<file path="config.mk">
export PLATFORM = sky130hd
export DESIGN_NAME = cache_req_arbiter
export DESIGN_NICKNAME = d
export VERILOG_FILES = /design/src/rtl/cache_req_arbiter.sv
export SDC_FILE = /design/constraint.sdc
export NUM_CORES = 1
export LEC_CHECK = 0
export BUFFER_PORTS_ARGS = -buffer_cell sky130_fd_sc_hd__buf_2
export CORE_ASPECT_RATIO = 0.6
export CORE_MARGIN = 5
export CORE_UTILIZATION = 35
export DETAILED_ROUTE_END_ITERATION = 7
export GPL_TIMING_DRIVEN = 0
export HOLD_SLACK_MARGIN = 0.02
export PLACE_DENSITY = 0.68
export SYNTH_ARGS = -nofsm -noshare
export SYNTH_HDL_FRONTEND = slang
export SYNTH_SLANG_ARGS = --single-unit
</file>
<file path="constraint.sdc">
create_clock -name clk -period 3.1 [get_ports clk]
set_input_delay 0.465 -clock clk [delete_from_list [all_inputs] [get_ports clk]]
set_output_delay 0.465 -clock clk [all_outputs]
set_load 0.05 [all_outputs]
</file>
<file path="src/rtl/cache_req_arbiter.sv">
// Single-command arbiter between L1 and snoop requests feeding the L2 MESI FSM.
// Optional WAIT-state watchdog enabled by defining ARB_TIMEOUT_EN.
module cache_req_arbiter #(
  parameter int unsigned MSG_W            = 4,
  parameter int unsigned ADDR_W           = 32,
  parameter int unsigned MAX_SNOOP_STREAK = 4,
  parameter int unsigned TIMEOUT_CYC      = 16
) (
  input  logic              clk,
  input  logic              rst,
  input  logic              l1_req_valid,
  output logic              l1_req_ready,
  input  logic [MSG_W-1:0]  l1_req_msg,
  input  logic [ADDR_W-1:0] l1_req_addr,
  input  logic              snp_req_valid,
  output logic              snp_req_ready,
  input  logic [MSG_W-1:0]  snp_req_msg,
  input  logic [ADDR_W-1:0] snp_req_addr,
  output logic              fsm_valid,
  output logic [MSG_W-1:0]  fsm_msg,
  output logic [ADDR_W-1:0] fsm_addr,
  input  logic              fsm_done,
  output logic              grant_src,
  output logic              busy,
  output logic              timeout_err
);

  localparam int unsigned STREAK_W = $clog2(MAX_SNOOP_STREAK + 1);

  typedef enum logic [1:0] {
    IDLE  = 2'd0,
    ISSUE = 2'd1,
    WAIT  = 2'd2
  } state_e;

  state_e              state_q, state_d;
  logic [MSG_W-1:0]    msg_q, msg_d;
  logic [ADDR_W-1:0]   addr_q, addr_d;
  logic                src_q, src_d;
  logic                valid_q, valid_d;
  logic                busy_q, busy_d;
  logic [STREAK_W-1:0] streak_q, streak_d;
  logic                snp_wins_c;

`ifdef ARB_TIMEOUT_EN
  localparam int unsigned TO_W = $clog2(TIMEOUT_CYC + 1);
  logic [TO_W-1:0] to_cnt_q, to_cnt_d;
  logic            to_err_q, to_err_d;
`endif

  // Snoop wins unless L1 has been starved for MAX_SNOOP_STREAK snoop grants.
  assign snp_wins_c = snp_req_valid &&
                      !(l1_req_valid && (streak_q == STREAK_W'(MAX_SNOOP_STREAK)));

  always_comb begin
    state_d       = state_q;
    msg_d         = msg_q;
    addr_d        = addr_q;
    src_d         = src_q;
    valid_d       = 1'b0;
    busy_d        = busy_q;
    streak_d      = streak_q;
    l1_req_ready  = 1'b0;
    snp_req_ready = 1'b0;
`ifdef ARB_TIMEOUT_EN
    to_cnt_d      = to_cnt_q;
    to_err_d      = 1'b0;
`endif
    case (state_q)
      IDLE: begin
        if (snp_wins_c) begin
          snp_req_ready = 1'b1;
          msg_d         = snp_req_msg;
          addr_d        = snp_req_addr;
          src_d         = 1'b1;
          valid_d       = 1'b1;
          busy_d        = 1'b1;
          state_d       = ISSUE;
          if (l1_req_valid && (streak_q != STREAK_W'(MAX_SNOOP_STREAK))) begin
            streak_d = streak_q + STREAK_W'(1);
          end
        end else if (l1_req_valid) begin
          l1_req_ready = 1'b1;
          msg_d        = l1_req_msg;
          addr_d       = l1_req_addr;
          src_d        = 1'b0;
          valid_d      = 1'b1;
          busy_d       = 1'b1;
          state_d      = ISSUE;
          streak_d     = '0;
        end
      end
      ISSUE: begin
        state_d = WAIT;
`ifdef ARB_TIMEOUT_EN
        to_cnt_d = '0;
`endif
      end
      WAIT: begin
        if (fsm_done) begin
          state_d = IDLE;
          busy_d  = 1'b0;
        end
`ifdef ARB_TIMEOUT_EN
        // Expiry on the last allowed WAIT cycle; a coincident done takes priority.
        else if (to_cnt_q == TO_W'(TIMEOUT_CYC - 1)) begin
          state_d  = IDLE;
          busy_d   = 1'b0;
          to_err_d = 1'b1;
        end else begin
          to_cnt_d = to_cnt_q + TO_W'(1);
        end
`endif
      end
      default: begin
        state_d = IDLE;
        busy_d  = 1'b0;
      end
    endcase
    // No handshake may complete while reset is held.
    if (rst) begin
      l1_req_ready  = 1'b0;
      snp_req_ready = 1'b0;
    end
  end

  always_ff @(posedge clk or posedge rst) begin
    if (rst) begin
      state_q  <= IDLE;
      msg_q    <= '0;
      addr_q   <= '0;
      src_q    <= 1'b0;
      valid_q  <= 1'b0;
      busy_q   <= 1'b0;
      streak_q <= '0;
    end else begin
      state_q  <= state_d;
      msg_q    <= msg_d;
      addr_q   <= addr_d;
      src_q    <= src_d;
      valid_q  <= valid_d;
      busy_q   <= busy_d;
      streak_q <= streak_d;
    end
  end

`ifdef ARB_TIMEOUT_EN
  always_ff @(posedge clk or posedge rst) begin
    if (rst) begin
      to_cnt_q <= '0;
      to_err_q <= 1'b0;
    end else begin
      to_cnt_q <= to_cnt_d;
      to_err_q <= to_err_d;
    end
  end

  assign timeout_err = to_err_q;
`else
  // Watchdog compiled out; the limit parameter has no effect.
  assign timeout_err = 1'b0 & (TIMEOUT_CYC == 32'd0);
`endif

  assign fsm_valid = valid_q;
  assign fsm_msg   = msg_q;
  assign fsm_addr  = addr_q;
  assign grant_src = src_q;
  assign busy      = busy_q;

endmodule

</file>
==> results of run 1 <==
==> layer usage <==
| layer | global-route usage (%) | part of all wire [%] | vias to the layer above |
|---|---|---|---|
| li1 | - | - | 1167 |
| met1 | 26.8 | 47 | 1227 |
| met2 | 30.6 | 44 | 117 |
| met3 | 6.01 | 8.7 | 2 |
| met4 | 2.42 | 0.22 | 0 |
| met5 | 0 | 0 | - |
==> cells by family (layout without fill, tap and decap cells) <==
group,Yosys count,after routing,share of synthesized area [%]
flip-flops,44,44,45.0
AND/OR/NAND/NOR,87,87,20.3
AO/OA/AOI/OAI,43,43,20.1
multiplexers,1,1,0.460
other,1,1,0.153
buffers and inverters,71,197,12.9
adder cells (fa/ha/maj),2,2,1.02
==> report_power, final <==
group	internal (W)	total, W	leakage (nW)	switching (W)
Combinational	0.000729	0.00255	1.01	0.00182
Sequential	0.000868	0.00103	0.537	0.000165
Clock	0.000380	0.000605	0.0808	0.000225
Total	0.00198	0.00419	1.62	0.00221
==> layout make-up <==
class / instances / area share, %
repair buffers: 118 / 18.2
well taps: 87 / 3.27
plain buffers: 30 / 4.89
flip-flops and latches: 44 / 33.1
multi-input cells: 134 / 31.0
inverters: 41 / 4.63
clock inverters: 2 / 1.05
clock buffers: 6 / 3.88
==> Yosys cell counts, types with 2 or more instances <==
cell type / count
a22o_1: 3
and3_1: 2
buf_2: 10
buf_4: 2
buf_6: 4
clkbuf_1: 14
dfrtp_1: 44
ha_1: 2
inv_1: 40
nand2_1: 2
nand3_1: 37
nand4_1: 37
o21ai_0: 2
o221ai_1: 16
o221ai_2: 20
==> how the worst max path moves through the flow <==
stage                startpoint       endpoint  slack, ns
detailed placement  streak_q[0]  snp_req_ready       0.74
CTS                 streak_q[0]  snp_req_ready       0.41
floorplan           streak_q[0]   l1_req_ready       0.40
finish              streak_q[0]  snp_req_ready       0.41
global placement            rst  snp_req_ready       0.12
global route        streak_q[0]  snp_req_ready       0.24
==> metrics by stage <==
stage / instance area, sq um / utilization [%]
floorplan: 2450 / -
global placement: 3140 / 46.7
detailed placement: 3160 / 47.0
CTS: 3330 / 49.4
global route: 3330 / 49.4
finish: 3330 / 49.4
==> state kept, by name, indices dropped and copies added, names as in the netlist <==
| name | count |
|---|---|
| state_q | 2 |
| fsm_valid | 1 |
| busy | 1 |
| fsm_msg | 4 |
| fsm_addr | 32 |
| grant_src | 1 |
| streak_q | 3 |
==> metrics.md, run 1 <==
| Metric | Value |
|---|---|
| Tmin final | 2.69 ns |
| DP HPWL | 6200 microns |
| Die Wd | 118 microns |
| Status | finished clean |
| Critical path class | register to output pin |
| CP top delay family | buffers and inverters |
| Boundary Pins | 119 |
| Final setup violation count | 0 |
| DP Worst Slack | 0.738 ns |
| Via count | 2513 |
| Crit-path most repeated cell | clkbuf_1 |
| Row count | 23 |
| H-tree depth | 2 |
| Yosys reg bits | 44 |
| Arr. time, crit path | 2.22 ns |
| Clock Sinks | 44 |
| Largest net degree at the start of global routing | 42 |
| Worst Skew | 0.00750 ns |
| CP Data Required Time | 2.63 ns |
| Final Max Tran Viols | 0 |
| Top_reg_cell synth | dfrtp_1 |
| Area Growth Syn to Fin | 35.9% |
| Antenna fix cells | 0 |
| Yosys top cell by area | dfrtp_1 |
| P_leak | 1.62 nW |
| Vias in the first global route | 2570 |
| Stages on the worst setup path | 8 |
| Path depth of the worst reg2reg path | 7 |
| Routed WL per cell | 18.0 microns |
| GRT Util Overall | 19.2% |
| Cell area after synthesis | 2450 sq um |
| WHS | 0.0593 ns |
| Pwr Total | 0.00419 W |
| Footprint of the multi-input gates | 1030 sq um |
| Critical Path Fanout Max | 10 |
| Slowest-stage cell, CP | clkbuf_1 |
| Area contributors post-synth | dfrtp_1 (45%), o221ai_2 (12%), nand4_1 (9.5%), nand3_1 (7.6%), inv_1 (6.1%) |
| Seq/Total Area, Yosys | 45.0% |
| Sequential Area | 1100 sq um |
| Max-slew headroom | 62.7% |
| Final cell count without fillers | 462 |
| Fmax | 372 MHz |
| TritonCTS Buffers | 5 |
| Starting DRC count in detailed routing | 277 |
| CTS max path bufs | 2 |
| Hold Vio Cnt, Final | 0 |
| Final period utilization | 86.6% |
| Most frequent cells in the layout | buf_2 (127), dfrtp_1 (44), inv_1 (39) |
| Crit end category | output pin |
| RSZ-0062 raised after global routing | false |
| First-pass GRT wire length | 13700 microns |
| CP startpoint kind | register |
| Initial antenna violation count | 0 |
| CTS tree | built |
| Insertion delay to the later sink of the worst-skew pair | 0.28 ns |
| Commonest non-fill, non-tap cell in the layout | buf_2 |
| Setup TNS after final layout | 0 ns |
| Nets | 453 |
| Post-Syn Nets | 328 |
| Drt first pass iters | 4 |
| Final worst slack | 0.414 ns |
| Number of vias per cell | 5.44 |
| IO buf count | 117 |
| Die height | 74.8 microns |
| Placed instance count | 454 |
| Die ar. | 8820 sq um |
| # hold bufs at CTS | 0 |
| Crit Reg-Reg Startpoint | streak_q[0] |
| Post-synth EDFFs | 0 |
| RR Endpoint | fsm_addr[13] |
| Peak VDD IR | 0.000650 V |
| Worst Hold Class | input pin to async pin |
| Post-route ant nets | 0 |
| Fill cells | 669 |
| MaxCap Viol Count | 0 |
| Worst path max stage delay | 0.44 ns |
| DRC Markers | 0 |
| GRT overflow | 0 |
| Post-synth cell types | 29 |
| Synth top area share | 45.0% |
| Final wirelength | 8310 microns |
| Syn Area/Cell | 9.83 sq um |
| Power per Cell Area | 1260 nW/um^2 |
| Slew @ Worst Pin | 0.559 ns |
| Flop-to-flop setup slack | 1.23 ns |
| CP bufs+invs | 4 |
| Share of layout cells above drive strength 1 | 44.5% |
| Post-CTS sizing | 0 |
| Async SR Flop Fraction | 100% |
| Global placement routability congestion | 0.805 |
| Setup bufs post-CTS | 0 |
| Critical Path, Cell by Cell | inv_1 -> ha_1 -> nand3_1 -> and2_1 -> clkbuf_1 -> clkbuf_1 -> and3_1 -> buf_2 |
| Core Region | 6730 sq um |
| Root buffer cell | clkbuf_16 |
| Yosys warns | 0 |
| Initial Util | 36.3% |
| Cell count after synthesis | 249 |
| Clock transition at the registers of the reported paths | 0.07 ns |
Power figures use the tool's default switching activity.
==> run 2: changes to the inputs <==
Settings changed: PLACE_DENSITY 0.68 to 0.61.
==> run 2 against run 1 <==
Sequential cell count unchanged. Total power decreased by 2.7%. Sequential share of layout area increased by 0.30 points. Utilization decreased by 0.45 points. Worst hold slack improved by 0.15 ns. Clock power decreased by 18%. Maximum frequency increased by 1.0%. Register-to-register slack about the same. Worst setup slack improved by 0.027 ns. Final cell count decreased by 0.22%. Non-clock buffer count unchanged. Critical endpoint unchanged. Largest cell class unchanged.
==> metrics.md, run 2 (synthesis gave the netlist of run 1 again) <==
| Metric | Value |
|---|---|
| Status | finished clean (unchanged) |
| Most frequent cells in the layout | buf_2 (127), dfrtp_1 (44), inv_1 (39) (unchanged) |
| Boundary Pins | 119 (unchanged) |
| Final worst slack | 0.441 ns (was 0.414 ns) |
| Stages on the worst setup path | 8 (unchanged) |
| CTS tree | built (unchanged) |
| Setup bufs post-CTS | 0 (unchanged) |
| RSZ-0062 raised after global routing | false (unchanged) |
| Fill cells | 669 (unchanged) |
| Worst Skew | 0.00297 ns (was 0.00750 ns) |
| Max-slew headroom | 62.1% (was 62.7%) |
| CP Data Required Time | 2.63 ns (about the same) |
| TritonCTS Buffers | 5 (unchanged) |
| Path depth of the worst reg2reg path | 7 (unchanged) |
| Clock power frac | 12.2% (was 14.4%) |
| Final period utilization | 85.8% (was 86.6%) |
| Part of the power in registers | 25.4% (was 24.7%) |
| Share of layout cells above drive strength 1 | 44.4% (was 44.5%) |
| Critical path class | register to output pin (unchanged) |
| GRT overflow | 0 (unchanged) |
| Critical Path, Cell by Cell | inv_1 -> ha_1 -> nand3_1 -> and2_1 -> clkbuf_1 -> clkbuf_1 -> and3_1 -> buf_2 (unchanged) |
| Logic gate share of total power | 62.4% (was 60.9%) |
| Power per Cell Area | 1240 nW/um^2 (was 1260 nW/um^2) |
| Crit end category | output pin (unchanged) |
| Post-route ant nets | 0 (unchanged) |
| DP HPWL | 6130 microns (was 6200 microns) |
| Clock Sinks | 44 (unchanged) |
| Slew @ Worst Pin | 0.569 ns (was 0.559 ns) |
| Antenna fix cells | 0 (unchanged) |
| P_leak | 1.61 nW (was 1.62 nW) |
| Initial Util | 36.3% (unchanged) |
| First-pass GRT wire length | 13300 microns (was 13700 microns) |
| Arr. time, crit path | 2.19 ns (was 2.22 ns) |
| Starting DRC count in detailed routing | 207 (was 277) |
| Final Max Tran Viols | 0 (unchanged) |
| Setup TNS after final layout | 0 ns (unchanged) |
| Post-CTS sizing | 0 (unchanged) |
| Fmax | 376 MHz (was 372 MHz) |
| Worst path max stage delay | 0.41 ns (was 0.44 ns) |
| Area Growth Syn to Fin | 34.7% (was 35.9%) |
| Int Power | 0.00189 W (was 0.00198 W) |
| Routed WL per cell | 17.8 microns (was 18.0 microns) |
| Largest net degree at the start of global routing | 27 (was 42) |
| Die height | 74.8 microns (unchanged) |
| Via count | 2459 (was 2513) |
| Final wirelength | 8210 microns (was 8310 microns) |
| Tmin final | 2.66 ns (was 2.69 ns) |
| H-tree depth | 2 (unchanged) |
| Final core occ | 48.9% (was 49.4%) |
| Critical Path Start | streak_q[0] (unchanged) |
| Initial antenna violation count | 0 (unchanged) |
| Insertion delay to the later sink of the worst-skew pair | 0.28 ns (about the same) |
| Number of vias per cell | 5.33 (was 5.44) |
| Root buffer cell | clkbuf_16 (unchanged) |
| Die ar. | 8820 sq um (unchanged) |
| Max reg flops | 32 (unchanged) |
| Drt first pass iters | 4 (unchanged) |
| CTS max path bufs | 2 (unchanged) |
| Worst Hold Class | input pin to async pin (unchanged) |
| Global placement routability congestion | 0.780 (was 0.805) |
| CP top delay family | buffers and inverters (unchanged) |
| Row count | 23 (unchanged) |
| # hold bufs at CTS | 0 (unchanged) |
| Final setup violation count | 0 (unchanged) |
| Critical Path Fanout Max | 10 (unchanged) |
| Vias in the first global route | 2604 (was 2570) |
| DP Worst Slack | 0.724 ns (was 0.738 ns) |
| Switching pwr | 0.00218 W (was 0.00221 W) |
| CP startpoint kind | register (unchanged) |
| Sw Share | 53.6% (was 52.8%) |
| Commonest non-fill, non-tap cell in the layout | buf_2 (unchanged) |
| Peak VDD IR | 0.000593 V (was 0.000650 V) |
| IO buf count | 117 (unchanged) |
| Nets | 453 (unchanged) |
| DRC Markers | 0 (unchanged) |
| Flop-to-flop setup slack | 1.23 ns (about the same) |
| CP bufs+invs | 4 (unchanged) |
| Slowest-stage cell, CP | clkbuf_1 (unchanged) |
| Crit-path most repeated cell | clkbuf_1 (unchanged) |
| Clock transition at the registers of the reported paths | 0.06 ns (was 0.07 ns) |
| Die Wd | 118 microns (unchanged) |
| Core Region | 6730 sq um (unchanged) |
| Hold Vio Cnt, Final | 0 (unchanged) |
| MaxCap Viol Count | 0 (unchanged) |
| GRT Util Overall | 19.0% (was 19.2%) |
| Crit Reg-Reg Startpoint | streak_q[0] (unchanged) |
-- run 2: per-stage QoR --
stage	hold slack (ns)	std cells	area (sq um)	power (W)
after CTS	0.217	461	3300	0.00412
after global placement	0.477	453	3140	0.00356
after global routing	0.252	461	3300	0.00433
after detailed placement	0.476	454	3160	0.00361
final	0.206	461	3300	0.00407
after floorplan	0.485	249	2450	0.00297
-- run 2: power by group through the flow --
| stage | Clock, W | Combinational [W] | Sequential [W] |
|---|---|---|---|
| 6_report | 0.000497 | 0.00254 | 0.00104 |
| 3_5_place_dp | 0 | 0.00257 | 0.00104 |
| 4_1_cts | 0.000518 | 0.00257 | 0.00104 |
| 3_3_place_gp | 0 | 0.00253 | 0.00103 |
| 5_1_grt | 0.000538 | 0.00272 | 0.00107 |
| 2_1_floorplan | 0 | 0.00105 | 0.00192 |
-- run 2: layout make-up --
class	count	area (sq um)	area share, %
tap	87	109	3.30
clock buffer	6	129	3.91
timing repair buffer	118	606	18.4
buffer	30	163	4.94
sequential	44	1100	33.4
clock inverter	1	5.00	0.152
multi-input combinational	134	1030	31.2
inverter	41	154	4.67
-- run 2: worst paths after layout --
| path | endpoint |
|---|---|
| setup / recovery | snp_req_ready |
| hold / removal | state_q[1] |
| setup reg to reg | fsm_addr[9] |
| hold reg to reg | busy |
| max in group asynchronous | fsm_addr[20] |
| min in group clk | fsm_addr[11] |
-- run 2: worst register-to-register path: cells and delay by family (launching register included) --
kind / cells / cell delay, ns
buf+inv: 3 / 0.66
flops: 1 / 0.40
simple gates: 2 / 0.23
compound gates: 1 / 0.22
fa+ha+maj: 1 / 0.21
-- run 2: routing by layer --
| layer | share of wire [%] | wire length [microns] | vias up | track usage (%) |
|---|---|---|---|---|
| li1 | - | - | 1175 | - |
| met1 | 47 | 3890 | 1194 | 26.4 |
| met2 | 44 | 3600 | 88 | 29.4 |
| met3 | 8.5 | 702 | 2 | 6.23 |
| met4 | 0.30 | 25 | 0 | 3.69 |
| met5 | 0 | 0 | - | 0 |
==> run 3: changes to the inputs <==
Settings changed: SETUP_SLACK_MARGIN set to 0.2.
Clock period 3.1 ns to 2.92 ns, I/O delays scaled along.
==> run 3 against run 2 <==
Worst setup slack worse by 0.052 ns. Critical endpoint is now l1_req_ready. Sequential power up 6%. Die area unchanged. Sequential share of layout area about the same. Highest routed layer unchanged. Non-clock buffer count unchanged. Count of clock-buffer cells in the layout unchanged. First-iteration DRC count down 0.48%. Via count up 0.16%. Clock skew up 0.00061 ns. Utilization about the same. Worst hold slack worse by 0.027 ns.
==> metrics.md, run 3 (synthesis gave the netlist of run 1 again) <==
| Metric | Value |
|---|---|
| RR Endpoint | fsm_addr[9] (unchanged) |
| DP Area | 3160 sq um (unchanged) |
| Max-slew headroom | 61.2% (was 62.1%) |
| P_leak | 1.61 nW (about the same) |
| Row count | 23 (unchanged) |
| Boundary Pins | 119 (unchanged) |
| CTS max path bufs | 2 (unchanged) |
| Final period utilization | 86.7% |
| Via count | 2463 (was 2459) |
| Peak VDD IR | 0.000631 V (was 0.000593 V) |
| Starting DRC count in detailed routing | 206 (was 207) |
| Fill cells | 669 (unchanged) |
| IO buf count | 117 (unchanged) |
| Status | finished clean (unchanged) |
| Flop-to-flop setup slack | 1.06 ns (was 1.23 ns) |
| CP bufs+invs | 4 (unchanged) |
| Switching pwr | 0.00232 W (was 0.00218 W) |
| Root buffer cell | clkbuf_16 (unchanged) |
| Tmin final | 2.53 ns |
| MaxCap Viol Count | 0 (unchanged) |
| Worst path max stage delay | 0.42 ns (was 0.41 ns) |
| Crit-path most repeated cell | clkbuf_1 (unchanged) |
| Max reg flops | 32 (unchanged) |
| # hold bufs at CTS | 0 (unchanged) |
| Critical path class | register to output pin (unchanged) |
| Die height | 74.8 microns (unchanged) |
| Vias in the first global route | 2604 (unchanged) |
| Drt first pass iters | 4 (unchanged) |
| Critical Path, Cell by Cell | inv_1 -> ha_1 -> nand3_1 -> and2_1 -> clkbuf_1 -> clkbuf_1 -> nor3_1 -> buf_2 (was inv_1 -> ha_1 -> nand3_1 -> and2_1 -> clkbuf_1 -> clkbuf_1 -> and3_1 -> buf_2) |
| CP Data Required Time | 2.48 ns (was 2.63 ns) |
| Global routing usage on met1 | 26.4% (unchanged) |
| Most frequent cells in the layout | buf_2 (127), dfrtp_1 (44), inv_1 (39) (unchanged) |
| Met2 Use GR | 29.4% (unchanged) |
| CP top delay family | buffers and inverters (unchanged) |
| Initial antenna violation count | 0 (unchanged) |
| Logic gate share of total power | 62.4% (about the same) |
| Die Wd | 118 microns (unchanged) |
| Final wirelength | 8220 microns (was 8210 microns) |
| RSZ-0062 raised after global routing | false (unchanged) |
| Int Power | 0.00201 W (was 0.00189 W) |
| Busiest grt layer | met2 (unchanged) |
| Core Region | 6730 sq um (unchanged) |
| Arr. time, crit path | 2.09 ns (was 2.19 ns) |
| GRT Util Overall | 19.0% (unchanged) |
| Part of the power in registers | 25.4% (about the same) |
| Global placement routability congestion | 0.780 (unchanged) |
| Final setup violation count | 0 (unchanged) |
| Met3 usage | 6.23% (unchanged) |
| WHS | 0.179 ns (was 0.206 ns) |
| Nets | 453 (unchanged) |
| Crit Reg-Reg Startpoint | streak_q[0] (unchanged) |
| Final cell count without fillers | 461 (unchanged) |
| Hold Vio Cnt, Final | 0 (unchanged) |
| Worst Skew | 0.00358 ns (was 0.00297 ns) |
| Slowest-stage cell, CP | dfrtp_1 (was clkbuf_1) |
| Sw Share | 53.6% (about the same) |
| Post-route ant nets | 0 (unchanged) |
| Die ar. | 8820 sq um (unchanged) |
| DP HPWL | 6130 microns (unchanged) |
| First-pass GRT wire length | 13300 microns (unchanged) |
| Power per Cell Area | 1310 nW/um^2 (was 1240 nW/um^2) |
| DRC Markers | 0 (unchanged) |
| Critical Path Fanout Max | 10 (unchanged) |
| Clock power frac | 12.2% (about the same) |
| Commonest non-fill, non-tap cell in the layout | buf_2 (unchanged) |
| Initial Util | 36.3% (unchanged) |
| Clock Sinks | 44 (unchanged) |
| Number of vias per cell | 5.34 (was 5.33) |
| Clock transition at the registers of the reported paths | 0.06 ns (about the same) |
| Final Max Tran Viols | 0 (unchanged) |
| H-tree depth | 2 (unchanged) |
| GRT overflow | 0 (unchanged) |
| TritonCTS Buffers | 5 (unchanged) |
| CTS tree | built (unchanged) |
| Slew @ Worst Pin | 0.583 ns (was 0.569 ns) |
| Share of layout cells above drive strength 1 | 44.7% (was 44.4%) |
| Insertion delay to the later sink of the worst-skew pair | 0.28 ns (about the same) |
| Placed instance count | 454 (unchanged) |
| Largest net degree at the start of global routing | 27 (unchanged) |
| Critical Path Start | streak_q[0] (unchanged) |
| CP startpoint kind | register (unchanged) |
| Fmax | 395 MHz |
| Path depth of the worst reg2reg path | 7 (unchanged) |
| Routed WL per cell | 17.8 microns (about the same) |
| Area Growth Syn to Fin | 34.7% (about the same) |
| Worst Hold Class | input pin to async pin (unchanged) |
| Antenna fix cells | 0 (unchanged) |
| Crit end category | output pin (unchanged) |
| Final Cell Area | 3300 sq um (about the same) |
[run 3: cell types whose count changed in the layout (fill, tap and decap cells not counted)]
| cell | previous run | this run |
|---|---|---|
| clkbuf_1 | 15 | 14 |
| clkbuf_2 | 0 | 1 |
[run 3: power groups by stage]
stage / clock (W) / combinational [W] / sequential, W
3_5_place_dp: 0 / 0.00272 / 0.00110
3_3_place_gp: 0 / 0.00269 / 0.00109
4_1_cts: 0.000550 / 0.00273 / 0.00110
2_1_floorplan: 0 / 0.00111 / 0.00204
5_1_grt: 0.000571 / 0.00289 / 0.00114
6_report: 0.000528 / 0.00270 / 0.00110
[run 3: how the worst max path moves through the flow]
stage                    end  slack (ns)  cells past startpoint
2_1_floorplan   l1_req_ready        0.25                      7
3_3_place_gp   snp_req_ready       -0.05                      4
3_5_place_dp   snp_req_ready        0.57                      8
4_1_cts        snp_req_ready        0.26                      8
5_1_grt         l1_req_ready        0.21                      8
6_report        l1_req_ready        0.39                      8
[run 3: through the flow]
step / utilization [%] / TNS, ns / setup WS, ns / total power (W)
after floorplan: - / 0 / 0.248 / 0.00315
after global placement: 46.7 / -0.0475 / -0.0475 / 0.00378
after detailed placement: 47.0 / 0 / 0.571 / 0.00383
after CTS: 48.9 / 0 / 0.264 / 0.00438
after global routing: 49.0 / 0 / 0.213 / 0.00460
final: 49.0 / 0 / 0.389 / 0.00433
[run 3: area by class of cell]
class | count | area, sq um | area share, %
clock buffer | 6 | 129 | 3.91
buffer | 30 | 164 | 4.97
multi-input combinational | 134 | 1030 | 31.2
timing repair buffer | 118 | 606 | 18.4
tap | 87 | 109 | 3.30
clock inverter | 1 | 5.00 | 0.152
inverter | 41 | 154 | 4.67
sequential | 44 | 1100 | 33.4
[run 3: timing repair]
item,4_1_cts,5_1_grt
setup endpoints to repair,0,1
resized for setup,0,2
setup buffers,0,0
[run 3: per-layer routing]
layer | wire, microns | part of all wire, %
met2 | 3610 | 44
met1 | 3930 | 48
met4 | 25 | 0.30
met5 | 0 | 0
met3 | 657 | 8.0
